--- src/rtl/rr_mux.sv ---
// -----------------------------------------------------------------------------
// rr_mux -- registered M-channel round-robin multiplexer with valid/ready
// handshakes on every input and on the output.
//
// Several producers share one downstream consumer. This block replaces the
// older combinational 4:1 select mux. A rotating priority pointer chooses the
// input, so there is no external select. One output register gives a
// one-cycle latency and full throughput, including drain and refill in the
// same cycle.
//
// Parameters:
//   N   data width per channel (>= 1)
//   M   number of input channels (>= 2, need not be a power of two)
//   SW  channel index width, derived as $clog2(M)
//
// Ports:
//   clk        rising-edge clock
//   rst_n      synchronous, active-low reset
//   in_data    packed input words; channel i occupies [i*N +: N]
//   in_valid   per-channel valid
//   in_ready   per-channel ready; one-hot or zero
//   out_data   registered output word
//   out_chan   channel index that produced out_data
//   out_valid  output register holds a word
//   out_ready  downstream accepts the word
//
// Optional feature (macro RR_MUX_FORCE_EN):
//   force_en   when high, only channel force_sel is eligible
//   force_sel  forced channel index; values >= M grant nothing
// -----------------------------------------------------------------------------
module rr_mux #(
    parameter int N = 8,
    parameter int M = 4,
    localparam int SW = $clog2(M)
) (
    input  logic           clk,
    input  logic           rst_n,
    input  logic [M*N-1:0] in_data,
    input  logic [M-1:0]   in_valid,
    output logic [M-1:0]   in_ready,
    output logic [N-1:0]   out_data,
    output logic [SW-1:0]  out_chan,
    output logic           out_valid,
    input  logic           out_ready
`ifdef RR_MUX_FORCE_EN
    ,
    input  logic           force_en,
    input  logic [SW-1:0]  force_sel
`endif
);

    // M expressed one bit wider than a channel index. The wrap arithmetic
    // (ptr + k, with k up to M) fits without overflow at this width.
    localparam logic [SW:0]   M_W     = (SW+1)'(M);
    localparam logic [SW-1:0] PTR_RST = SW'(M - 1);

    // Registered state
    logic [N-1:0]  out_data_q,  out_data_d;
    logic [SW-1:0] out_chan_q,  out_chan_d;
    logic          out_valid_q, out_valid_d;
    logic [SW-1:0] ptr_q,       ptr_d;

    // Combinational helpers
    logic [N-1:0]  in_word [M];
    logic [M-1:0]  eligible;
    logic [SW:0]   cand;
    logic          grant_found;
    logic [SW-1:0] grant_idx;
    logic          load;
    logic          transfer;

    // Unpack the flat input bus into one word per channel.
    generate
        for (genvar gi = 0; gi < M; gi++) begin : g_unpack
            assign in_word[gi] = in_data[gi*N +: N];
        end
    endgenerate

    // Eligible set: every valid channel. With forcing enabled, only the
    // selected channel is eligible. An out-of-range select leaves the set empty.
`ifdef RR_MUX_FORCE_EN
    always_comb begin
        eligible = '0;
        if (!force_en) begin
            eligible = in_valid;
        end else if ({1'b0, force_sel} < M_W) begin
            eligible[force_sel] = in_valid[force_sel];
        end
    end
`else
    always_comb begin
        eligible = in_valid;
    end
`endif

    // Rotating-priority search. Candidates are visited in the order ptr+1,
    // ptr+2, ..., ptr (mod M). The first eligible candidate wins. ptr_q is
    // always < M, so a single conditional subtract wraps each candidate.
    always_comb begin
        grant_found = 1'b0;
        grant_idx   = '0;
        cand        = '0;
        for (int k = 1; k <= M; k++) begin
            cand = {1'b0, ptr_q} + (SW+1)'(k);
            if (cand >= M_W) begin
                cand = cand - M_W;
            end
            if (!grant_found && eligible[cand[SW-1:0]]) begin
                grant_found = 1'b1;
                grant_idx   = cand[SW-1:0];
            end
        end
    end

    // The register can take a word when it is empty or is being drained.
    assign load     = ~out_valid_q | out_ready;
    assign transfer = load & grant_found;

    // Ready goes only to the granted channel. It is held low during reset so
    // that no producer sees a handshake which the reset would discard.
    generate
        for (genvar gi = 0; gi < M; gi++) begin : g_ready
            assign in_ready[gi] = rst_n & transfer & (grant_idx == SW'(gi));
        end
    endgenerate

    always_comb begin
        out_data_d  = out_data_q;
        out_chan_d  = out_chan_q;
        out_valid_d = out_valid_q;
        ptr_d       = ptr_q;
        if (transfer) begin
            out_data_d  = in_word[grant_idx];
            out_chan_d  = grant_idx;
            out_valid_d = 1'b1;
            ptr_d       = grant_idx;
        end else if (out_ready) begin
            out_valid_d = 1'b0;
        end
    end

    // After reset, ptr points at the last channel, so channel 0 is searched first.
    always_ff @(posedge clk) begin
        if (!rst_n) begin
            out_data_q  <= '0;
            out_chan_q  <= '0;
            out_valid_q <= 1'b0;
            ptr_q       <= PTR_RST;
        end else begin
            out_data_q  <= out_data_d;
            out_chan_q  <= out_chan_d;
            out_valid_q <= out_valid_d;
            ptr_q       <= ptr_d;
        end
    end

    assign out_data  = out_data_q;
    assign out_chan  = out_chan_q;
    assign out_valid = out_valid_q;

endmodule

--- config.mk ---
export PLATFORM = sky130hd
export DESIGN_NAME = rr_mux
export DESIGN_NICKNAME = d
export VERILOG_FILES = /design/src/rtl/rr_mux.sv
export SDC_FILE = /design/constraint.sdc
export NUM_CORES = 1
export LEC_CHECK = 0
export BUFFER_PORTS_ARGS = -buffer_cell sky130_fd_sc_hd__buf_2
export CORE_UTILIZATION = 35
export DETAILED_ROUTE_END_ITERATION = 7
export PLACE_DENSITY = 0.69
export SYNTH_ARGS = -nofsm -noshare
export SYNTH_HDL_FRONTEND = slang
export SYNTH_SLANG_ARGS = --single-unit
--- constraint.sdc ---
create_clock -name clk -period 1.9 [get_ports clk]
set_input_delay 0.095 -clock clk [delete_from_list [all_inputs] [get_ports clk]]
set_output_delay 0.095 -clock clk [all_outputs]
set_load 0.03 [all_outputs]
* Yosys cells after proc, flatten, opt, wreduce, memory -nomap -nowiden
Index checks and enable logic that the tools add are counted.
** Storage, ports and cells
- Output and inout port bits :: 15
- Bits in latches :: 0
- Register bits :: 13
- ROM bits :: 0
- Bits in writable memories :: 0
- Memories kept :: 0
** Cells by class
- $lt $le $gt $ge :: 9
- Add/sub/neg operators :: 8
- Multiplexer cells :: 25
- Divide/modulo/power cells :: 0
- Equality and inequality tests :: 3
- Bitwise gates (word level) :: 9
- Reductions and logical operators :: 8
- $mul :: 0
- Shift operators :: 0
** Operators with widths (number)
- $bmux 8 s2 :: 1
- $mux 2 :: 8
- $mux 8 :: 2
- $ge 3x3->1 const B :: 5
- $lt 2x3->1 const B :: 4
- $mux 1 :: 10
- $bmux 1 s2 :: 4
- $sub 2x1->2 const B :: 4
- $add 2x2->3 const B :: 2
- $and 1x1->1 :: 6
- $eq 2x2->1 const B :: 2
- $add 2x1->3 const B :: 1
- $add 2x3->3 const B :: 1
- $logic_and 1x1->1 :: 3
- $logic_not 1->1 :: 3
- $not 2->3 :: 1
- $eq 2x1->1 const B :: 1
- $logic_not 2->1 :: 1
- $reduce_bool 2->1 :: 1
- $not 1->1 :: 1
- $or 1x1->1 :: 1

* Longest topological paths before layout
Gate-level depths: netlist (run 1).
- Word-level depth :: 19
- Mapped depth :: 6

* Least setup slack after synthesis (run 1)
Ideal clock, no wire load.
- Kind :: flip-flop to output port
- Start point :: register ptr_q[1]
- End point :: output port in_ready[3]
- Stages on the path, launching flop included :: 6
- Slack :: 0.094 ns
- Arrival :: 1.711 ns
- Buffers on the path :: 1
- Cells stage by stage :: dfxtp_1 nand2b_1 a21o_1 and3_4 buf_12 nor3_1
** On the way
- Cells in the longest elaborated chain, start to end :: 18
** Ends and longest elaborated chain
- from (decl) :: RTL line 61 : logic [SW-1:0] ptr_q, ptr_d;
- from (signal assigned) :: RTL line 153 : ptr_q <= ptr_d;
- $add 2x1->3 :: RTL line 104 : cand = {1'b0, ptr_q} + (SW+1)'(k);
- $ge 3x3->1 or $sub 2x1->2 (tied branches) :: RTL line 105, 106
- $mux 2 :: RTL line 105 : if (cand >= M_W) begin
- $bmux 1 s2 :: RTL line 108 : if (!grant_found && eligible[cand[SW-1:0]]) begin
- $mux 1 (implied by the code) :: RTL line 108
- $mux 1 :: RTL line 108
- $logic_not 1->1 :: RTL line 108
- $logic_and 1x1->1 :: RTL line 108
- (+2 left out)
- $logic_and 1x1->1 :: RTL line 108
- $mux 1 :: RTL line 108
- $logic_not 1->1 :: RTL line 108
- $logic_and 1x1->1 :: RTL line 108
- $mux 1 :: RTL line 108
- $and 1x1->1 :: RTL line 117 : assign transfer = load & grant_found;
- $and 1x1->1 :: RTL line 123 : assign in_ready[gi] = rst_n & transfer & (grant_idx == SW'(gi));
- $and 1x1->1 * :: RTL line 123
- to (decl) :: RTL line 40 : output logic [M-1:0] in_ready,
Mark *: on every way between the ends. The rest lies on a longest branch, timed or not. The select of a mux whose other input is x is not followed.

* Worst setup path in the final report (run 1)
Same ends and word-level chain as after synthesis.

==> results_dict.tcl, run 1 <==
set metrics [dict create \
    power_mw 0.871 \
    n_antenna_cell 0 \
    synthesis.nets 134 \
    place_area_mm2 0.00108 \
    area_growth_pct 48.6 \
    port_buffers 53 \
    syn_area_um2 813 \
    layout.nets 198 \
    firstDrtPassIters 4 \
    holdBufCountCts 0 \
    ir_worst_vdd_mv 0.464 \
    grt_usage_pct 19.8 \
    die_w_um 50.2 \
    crit_family "simple AND/OR/NAND/NOR gates" \
    period_share_pct 92.0 \
    p_clk_share_pct 19.1 \
    power_frac_seq_pct 37.5 \
    ys_types 24 \
    synth_flop_cell "dfxtp_1" \
    netlist_instances 95 \
    rows 17 \
    register_area_um2 260 \
    cts_tree "yes" \
    cp_max_fo 10 \
    drv_slew 0 \
    vias 996 \
    die_area_mm2 0.00252 \
    power_density_mw_per_mm2 721 \
    grt_pass1_wl_um 3840 \
    worstSetupStartpointType "register" \
    io_pins 54 \
    routed_wl_um 2400 \
    yosys-top-cells-area "dfxtp_1 (32%), mux2i_1 (9.8%), a221oi_1 (8.6%)" \
    clock_path_buffers 2 \
    crit_type "reg2out" \
    synth.top_cell.area_share_pct 32.0 \
    async_reset_ff_share_pct 0 \
    cp.arrival_ns 1.65 \
    synth_warnings 0 \
    leakage_nw 0.627 \
    crit_cells 5 \
    yosysTopAreaCell "dfxtp_1" \
    grt_overflow 0 \
    clkSinkCount 13 \
    start_util_pct 37.1 \
    run_status "finished clean" \
    crit_chain "nand2b_1 -> a21o_2 -> and3_4 -> nor3_1 -> buf_2" \
    multi_input_area_um2 528 \
    layout-drive-gt1-share_pct 46.8 \
    p_int_mw 0.549 \
    dp_hpwl_um 1710 \
    grt_start_max_net_pins 14 \
    numCtsBuffers 3 \
    p_sw_share_pct 37.0 \
    antenna_found_initial 0 \
    ys_seq_elements 13 \
    stdcell_area_mm2 0.00121 \
    crit_buf_inv 1 \
    synth_edf_count 0 \
    p_comb_share_pct 43.5 \
    fp.coreArea_mm2 0.00219 \
    slew_headroom_pct 67.5 \
    htree_levels 1 \
    max_freq_ghz 0.572 \
    holdPathStages 2 \
    fin_crit_ns 1.75 \
    hold_slack_ns 0.104 \
    endpoint_kind "output port" \
    max_stage_delay_ns 0.36 \
    wl_per_cell_um 12.9 \
    p_switching_mw 0.323 \
    synth_area_per_cell_um2 8.56 \
    via_per_inst 5.35 \
    grt_pass1_vias 908 \
    setup_viol 0 \
    gp_congestion 0.772 \
    required_ns 1.80 \
    path_clk_slew_ns 0.08 \
    clock_latency_ns 0.27 \
    cts_root_buf "clkbuf_4" \
    first_iter_violations 21 \
    hold_path.class "in2reg" \
    finClkSkew_ns 0.00998 \
    worst_slew_pin_slew_ns 0.483 \
    crit_slowest_cell "dfxtp_1" \
    die_h_um 50.2 \
    antenna_left 0 \
    cap_violations 0 \
    reg2reg_depth 6 \
    drc_errors 0 \
    synth.yosys.seq_area_share_pct 32.0 \
    hold_viol 0 \
    n_fill_cell 203 \
]
==> layout make-up <==
| type | instances | share of cell area (%) |
|---|---|---|
| sequential | 13 | 21.5 |
| timing repair buffer | 64 | 28.8 |
| multi-input combinational | 74 | 43.7 |
| clock buffer | 4 | 2.17 |
| inverter | 3 | 0.932 |
| tap | 28 | 2.90 |
==> metrics by stage <==
step / setup TNS, ns / std cells / util, % / setup WS [ns]
6_report: 0 / 186 / 55.2 / 0.152
4_1_cts: 0 / 178 / 52.1 / 0.00527
3_5_place_dp: 0 / 172 / 49.2 / 0.110
5_1_grt: -0.00976 / 186 / 55.2 / -0.00553
3_3_place_gp: 0 / 172 / 49.2 / 0.110
2_1_floorplan: 0 / 95 / - / 0.0936
==> worst paths after layout <==
check,endpoint,start,slack [ns]
min,ptr_q[0],rst_n,0.10
max reg2reg,out_data[4],ptr_q[1],0.26
min reg2reg,out_chan[1],out_chan[1],0.47
max,in_ready[3],ptr_q[1],0.15
==> layout by cell type, fill, tap and decap left out <==
cell type	n
buf_2	53
dfxtp_1	13
o21ai_0	11
buf_4	11
and3_1	10
mux2i_1	8
a221oi_1	8
a211oi_1	8
nand2_1	7
a21oi_1	5
inv_1	3
clkbuf_4	3
nor2b_1	2
nor3_1	2
a21boi_1	1
o21bai_4	1
nand2b_1	1
a21o_2	1
and3_4	1
o21a_1	1
nor4_1	1
nor2_1	1
a31oi_2	1
nand3_2	1
nand3_4	1
a21o_1	1
a21oi_2	1
clkbuf_1	1
==> cell families (layout without fill, tap and decap cells) <==
group | count (synthesis) | in the layout | share of synthesized area (%)
compound gates | 39 | 39 | 33.2
simple gates | 27 | 27 | 18.3
flops | 13 | 13 | 32.0
mux | 8 | 8 | 9.85
buf+inv | 8 | 71 | 6.62
==> power by group through the flow <==
stage	Combinational, mW	Clock (mW)	Sequential [mW]
2_1_floorplan	0.180	0	0.388
3_5_place_dp	0.326	0	0.332
4_1_cts	0.345	0.178	0.326
3_3_place_gp	0.323	0	0.331
5_1_grt	0.409	0.192	0.332
6_report	0.379	0.166	0.326
==> Yosys cell counts, drive strengths merged (3+ instances only) <==
cell type	count
mux2i	8
a21oi	6
a221oi	8
inv	3
and3	11
o21ai	11
nand2	7
buf	3
dfxtp	13
a211oi	8
==> layer usage <==
layer	share of wire [%]	global-route usage (%)
met2	47	31.3
met5	0	0
met1	47	27.1
met4	0.33	6.67
met3	6.2	3.03
==> registers in the layout, indices dropped and copies added, names as in the netlist <==
| name | cells |
|---|---|
| out_valid | 1 |
| out_data | 8 |
| ptr_q | 2 |
| out_chan | 2 |
==> what timing repair did <==
action / in CTS / in global routing
cloned: 0 / 0
gates resized for setup: 4 / 2
setup buffers: 2 / 8
pin swaps: 1 / 3
endpoints found under the setup margin: 4 / 4
(Power assumes the default switching activity.)
==> run 2: changes to the inputs <==
--- a/config.mk
+++ b/config.mk
@@ -6,7 +6,9 @@
 export NUM_CORES = 1
 export LEC_CHECK = 0
 export BUFFER_PORTS_ARGS = -buffer_cell sky130_fd_sc_hd__buf_2
+export CORE_MARGIN = 2
 export CORE_UTILIZATION = 35
+export CTS_CLUSTER_DIAMETER = 200
 export DETAILED_ROUTE_END_ITERATION = 7
 export PLACE_DENSITY = 0.69
 export SYNTH_ARGS = -nofsm -noshare
==> run 2 against run 1 <==
  * Clock skew decreased by 0.0058 ns
  * Die area up 8.1%
  * Clock-buffer cell count did not move
  * Fmax is 4.4% lower
  * Hold slack lost 0.015 ns
  * Core utilization fell by 1.5 points
  * Flip-flop and latch count is the same
  * Combinational power is 3% lower
==> results_dict.tcl, run 2 (same netlist as run 1, synthesis figures left out) <==
set metrics [dict create \
    n_antenna_cell 0 \
    cp.arrival_ns 1.73 \
    htree_levels 1 \
    run_status "finished clean" \
    vias 981 \
    numCtsBuffers 3 \
    die_area_mm2 0.00273 \
    rsz0062_at_grt "no" \
    first_iter_violations 6 \
    finalSetupTns_ns 0 \
    worst_slew_pin_slew_ns 0.439 \
    antenna_found_initial 0 \
    clock_latency_ns 0.28 \
    antenna_left 0 \
    leakage_nw 0.610 \
    holdBufCountCts 0 \
    final_cells 182 \
    start_util_pct 36.8 \
    finClkSkew_ns 0.00421 \
    firstDrtPassIters 4 \
    slew_headroom_pct 70.5 \
    final_cell_mix "buf_2 (53), dfxtp_1 (13), and3_1 (10), o21ai_0 (10)" \
    drc_errors 0 \
    post-place-ws_ns 0.138 \
    cp_max_fo 10 \
    gp_congestion 0.762 \
    clkSinkCount 13 \
    finalWorstSetupSlack_ns 0.0707 \
    endpoint_kind "output port" \
    ir_worst_vdd_mv 0.319 \
    drv_slew 0 \
    period_share_pct 96.3 \
    port_buffers 53 \
    grt_overflow 0 \
    dp_cells 172 \
    worstSetupStartpointType "register" \
    layout-drive-gt1-share_pct 45.5 \
    rows 17 \
    die_w_um 52.2 \
    die_h_um 52.2 \
    required_ns 1.80 \
    hold_viol 0 \
    grt_usage_pct 20.5 \
    setup_viol 0 \
    routed_wl_um 2560 \
    path_clk_slew_ns 0.08 \
    hold_path.class "in2reg" \
    clock_path_buffers 2 \
    area_growth_pct 45.8 \
    cts_root_buf "clkbuf_4" \
    fp.coreArea_mm2 0.00221 \
    wl_per_cell_um 14.1 \
    place_area_mm2 0.00108 \
    layout.nets 194 \
    cts_tree "yes" \
    io_pins 54 \
    cap_violations 0 \
    grt_pass1_vias 967 \
    max_freq_ghz 0.547 \
    stdcell_area_mm2 0.00119 \
    via_per_inst 5.39 \
    grt_pass1_wl_um 4070 \
    grt_start_max_net_pins 14 \
    dp_hpwl_um 1830 \
    crit_type "reg2out" \
    power_density_mw_per_mm2 730 \
    fin_crit_ns 1.83 \
    final_common_cell "buf_2" \
    largest_register_ffs 8 \
]
[run 2: cell count changes in the layout (fill, tap and decap cells not counted)]
cell and change:
a21oi_4 +1, o21ai_1 +1, buf_4 -4, a21oi_2 -1, o21ai_0 -1
[run 2: repair_timing]
action,4_1_cts,5_1_grt
endpoints found under the setup margin,4,3
pin swaps,2,1
gates resized for setup,4,4
setup buffers,4,2
[run 2: final cells by class]
class / count / area (um2)
flip-flops and latches: 13 / 260
repair buffers: 60 / 318
multi-input cells: 74 / 536
well taps: 28 / 35.0
inverters: 3 / 11.3
clock buffers: 4 / 26.3
fillers: 232 / 1030
[run 2: through the flow]
| step | utilization (%) | power [mW] | hold WS, ns |
|---|---|---|---|
| finish | 53.6 | 0.866 | 0.0886 |
| global route | 53.6 | 0.921 | 0.0936 |
| CTS | 52.3 | 0.861 | 0.0870 |
| detailed placement | 48.8 | 0.657 | 0.376 |
| global placement | 48.8 | 0.652 | 0.373 |
| floorplan | - | 0.568 | 0.239 |
[run 2: critical path, stage by stage (launching register included)]
cell     delay [ns]
dfxtp_1        0.42
nand2_1        0.12
a21o_2         0.28
and3_4         0.22
nor3_1         0.19
buf_2          0.23
[run 2: worst paths after layout]
| path | to | slack, ns | cells past startpoint | startpoint |
|---|---|---|---|---|
| hold reg to reg | out_chan[1] | 0.46 | 2 | out_chan[1] |
| setup reg to reg | out_data[1] | 0.20 | 6 | ptr_q[1] |
| hold / removal | ptr_q[0] | 0.09 | 2 | rst_n |
| setup / recovery | in_ready[3] | 0.07 | 5 | ptr_q[1] |
[run 2: routing by layer]
metal	vias to the layer above	GRT usage (%)	routed length [um]
met5	-	0	0
met4	0	11.5	48
met3	6	4.57	177
met2	40	34.8	1180
met1	448	23.6	1150
li1	487	-	-
[run 2: where the power goes]
group	switching, mW	total [mW]	leakage, nW	internal [mW]
Sequential	0.0186	0.325	0.108	0.307
Clock	0.0918	0.173	0.0150	0.0814
Combinational	0.218	0.367	0.486	0.149
Total	0.329	0.866	0.610	0.537
==> run 3: changes to the inputs <==
--- a/config.mk
+++ b/config.mk
@@ -6,11 +6,12 @@
 export NUM_CORES = 1
 export LEC_CHECK = 0
 export BUFFER_PORTS_ARGS = -buffer_cell sky130_fd_sc_hd__buf_2
+export CAP_MARGIN = 5
 export CORE_MARGIN = 2
 export CORE_UTILIZATION = 35
 export CTS_CLUSTER_DIAMETER = 200
 export DETAILED_ROUTE_END_ITERATION = 7
-export PLACE_DENSITY = 0.69
+export PLACE_DENSITY = 0.67
 export SYNTH_ARGS = -nofsm -noshare
 export SYNTH_HDL_FRONTEND = slang
 export SYNTH_SLANG_ARGS = --single-unit
==> run 3 against run 2 <==
  * Fmax up 2.9%
  * Power increased by 1.1%
  * Routed wire length fell by 2.0%
  * Core utilization rose by 0.34 points
  * Design area up 0.63%
  * Via count rose by 2.0%
  * Non-clock buffer count grew 2
  * Combinational power about the same
==> results_dict.tcl, run 3 (same netlist as run 1, synthesis figures left out) <==
set metrics [dict create \
    vias 1001 \
    run_status "finished clean" \
    firstDrtPassIters 4 \
    r2r_slack_ns 0.27 \
    finalWorstSetupSlack_ns 0.123 \
    n_antenna_cell 0 \
    r2r_end "out_data[1]" \
    hold_viol 0 \
    crit_type "reg2out" \
    drc_errors 0 \
    first_iter_violations 27 \
    p_sw_share_pct 38.1 \
    die_area_mm2 0.00273 \
    dp_hpwl_um 1800 \
    final_cell_mix "buf_2 (53), dfxtp_1 (13), o21ai_0 (11)" \
    clock_path_buffers 2 \
    reg2reg_from "ptr_q[1]" \
    reg2reg_depth 6 \
    cp.arrival_ns 1.68 \
    crit_slowest_cell "dfxtp_1" \
    grt_usage_pct 19.4 \
    start_util_pct 36.8 \
    required_ns 1.80 \
    htree_levels 1 \
    gp_congestion 0.796 \
    io_pins 54 \
    fin_crit_ns 1.78 \
    min_to "out_valid" \
    grt_overflow 0 \
    p_comb_share_pct 42.3 \
    die_w_um 52.2 \
    layout-drive-gt1-share_pct 46.2 \
    wl_per_cell_um 13.6 \
    cts_root_buf "clkbuf_4" \
    crit_chain "nand2_1 -> a31oi_2 -> nand3_2 -> nor3_1 -> buf_2" \
    cts_tree "yes" \
    cap_violations 0 \
    final_common_cell "buf_2" \
    holdBufCountCts 0 \
    cp_max_fo 6 \
    layout.nets 196 \
    leakage_nw 0.617 \
    grt_pass1_wl_um 3910 \
    power_density_mw_per_mm2 733 \
    worstSetupStartpointType "register" \
    ir_worst_vdd_mv 0.375 \
    numCtsBuffers 3 \
    post-place-ws_ns 0.119 \
    rows 17 \
    max_stage_delay_ns 0.40 \
    fp.coreArea_mm2 0.00221 \
    endpoint_kind "output port" \
    antenna_found_initial 0 \
    grt_pass1_vias 901 \
    min_from "out_ready" \
    antenna_left 0 \
    via_per_inst 5.44 \
    max_freq_ghz 0.563 \
    worst_slew_pin_slew_ns 0.461 \
    largest_register_ffs 8 \
    port_buffers 53 \
    slew_headroom_pct 69.0 \
    clkSinkCount 13 \
    routed_wl_um 2510 \
    holdPathStages 4 \
    p_int_mw 0.542 \
    p_clk_share_pct 20.6 \
    power_frac_seq_pct 37.1 \
    drv_slew 0 \
    path_clk_slew_ns 0.08 \
    area_growth_pct 46.8 \
    hold_slack_ns 0.103 \
    clock_latency_ns 0.28 \
    grt_start_max_net_pins 14 \
    die_h_um 52.2 \
    p_switching_mw 0.333 \
    hold_path.class "in2reg" \
    setup_viol 0 \
    period_share_pct 93.5 \
    finClkSkew_ns 0.0118 \
]
run 3: cell types whose count changed in the layout (fill, tap and decap cells not counted):
cell | before | now
a21oi_2 | 0 | 1
a21oi_4 | 1 | 0
buf_4 | 7 | 9
o21ai_0 | 10 | 11
o21ai_1 | 1 | 0
run 3: repair_timing:
| action | in CTS | in global routing |
|---|---|---|
| gates resized for setup | 4 | 2 |
| endpoints found under the setup margin | 3 | 4 |
| setup buffers | 0 | 8 |
| pin swaps | 1 | 4 |
run 3: worst max-delay path: cells and delay by family (launching register included):
| family | cells | cell delay [ns] |
|---|---|---|
| buffers and inverters | 1 | 0.24 |
| AND/OR/NAND/NOR | 3 | 0.51 |
| AO/OA/AOI/OAI | 1 | 0.27 |
| flip-flops | 1 | 0.40 |
run 3: through the flow:
| step | TNS, ns | total power, mW | instance area (um2) | util [%] | std cells |
|---|---|---|---|---|---|
| 2_1_floorplan | 0 | 0.568 | 813 | - | 95 |
| 3_3_place_gp | 0 | 0.652 | 1080 | 48.8 | 172 |
| 3_5_place_dp | 0 | 0.658 | 1080 | 48.8 | 172 |
| 4_1_cts | 0 | 0.841 | 1120 | 50.6 | 176 |
| 5_1_grt | -0.00938 | 0.927 | 1190 | 54.0 | 184 |
| 6_report | 0 | 0.875 | 1190 | 54.0 | 184 |
run 3: power by group through the flow:
stage | Sequential, mW | Combinational (mW) | Clock [mW]
after global placement | 0.330 | 0.322 | 0
after detailed placement | 0.331 | 0.327 | 0
final | 0.325 | 0.370 | 0.180
after global routing | 0.329 | 0.399 | 0.199
after CTS | 0.325 | 0.333 | 0.183
after floorplan | 0.388 | 0.180 | 0
run 3: worst max path at each step:
stage                     depth (start not counted)  slack, ns      from           to
after global placement                            5       0.18  ptr_q[1]  out_data[2]
after global routing                              5     -0.009  ptr_q[1]  in_ready[2]
after floorplan                                   5       0.09  ptr_q[1]  in_ready[3]
after detailed placement                          5       0.12  ptr_q[1]  out_data[2]
final                                             5       0.12  ptr_q[1]  in_ready[2]
after CTS                                         5       0.01  ptr_q[1]  in_ready[0]
run 3: layer usage:
metal | vias to the layer above | part of all wire [%] | GRT usage, %
met5 | - | 0 | 0
met4 | 0 | 1.1 | 8.55
met3 | 4 | 9.1 | 5.43
met2 | 51 | 45 | 31.9
met1 | 454 | 44 | 23.4
li1 | 492 | - | -
run 3: layout make-up:
class	instances	area, um2
Fill cell	241	1020
Multi-Input combinational cell	74	528
Timing Repair Buffer	62	333
Sequential cell	13	260
Tap cell	28	35.0
Clock buffer	4	26.3
Inverter	3	11.3
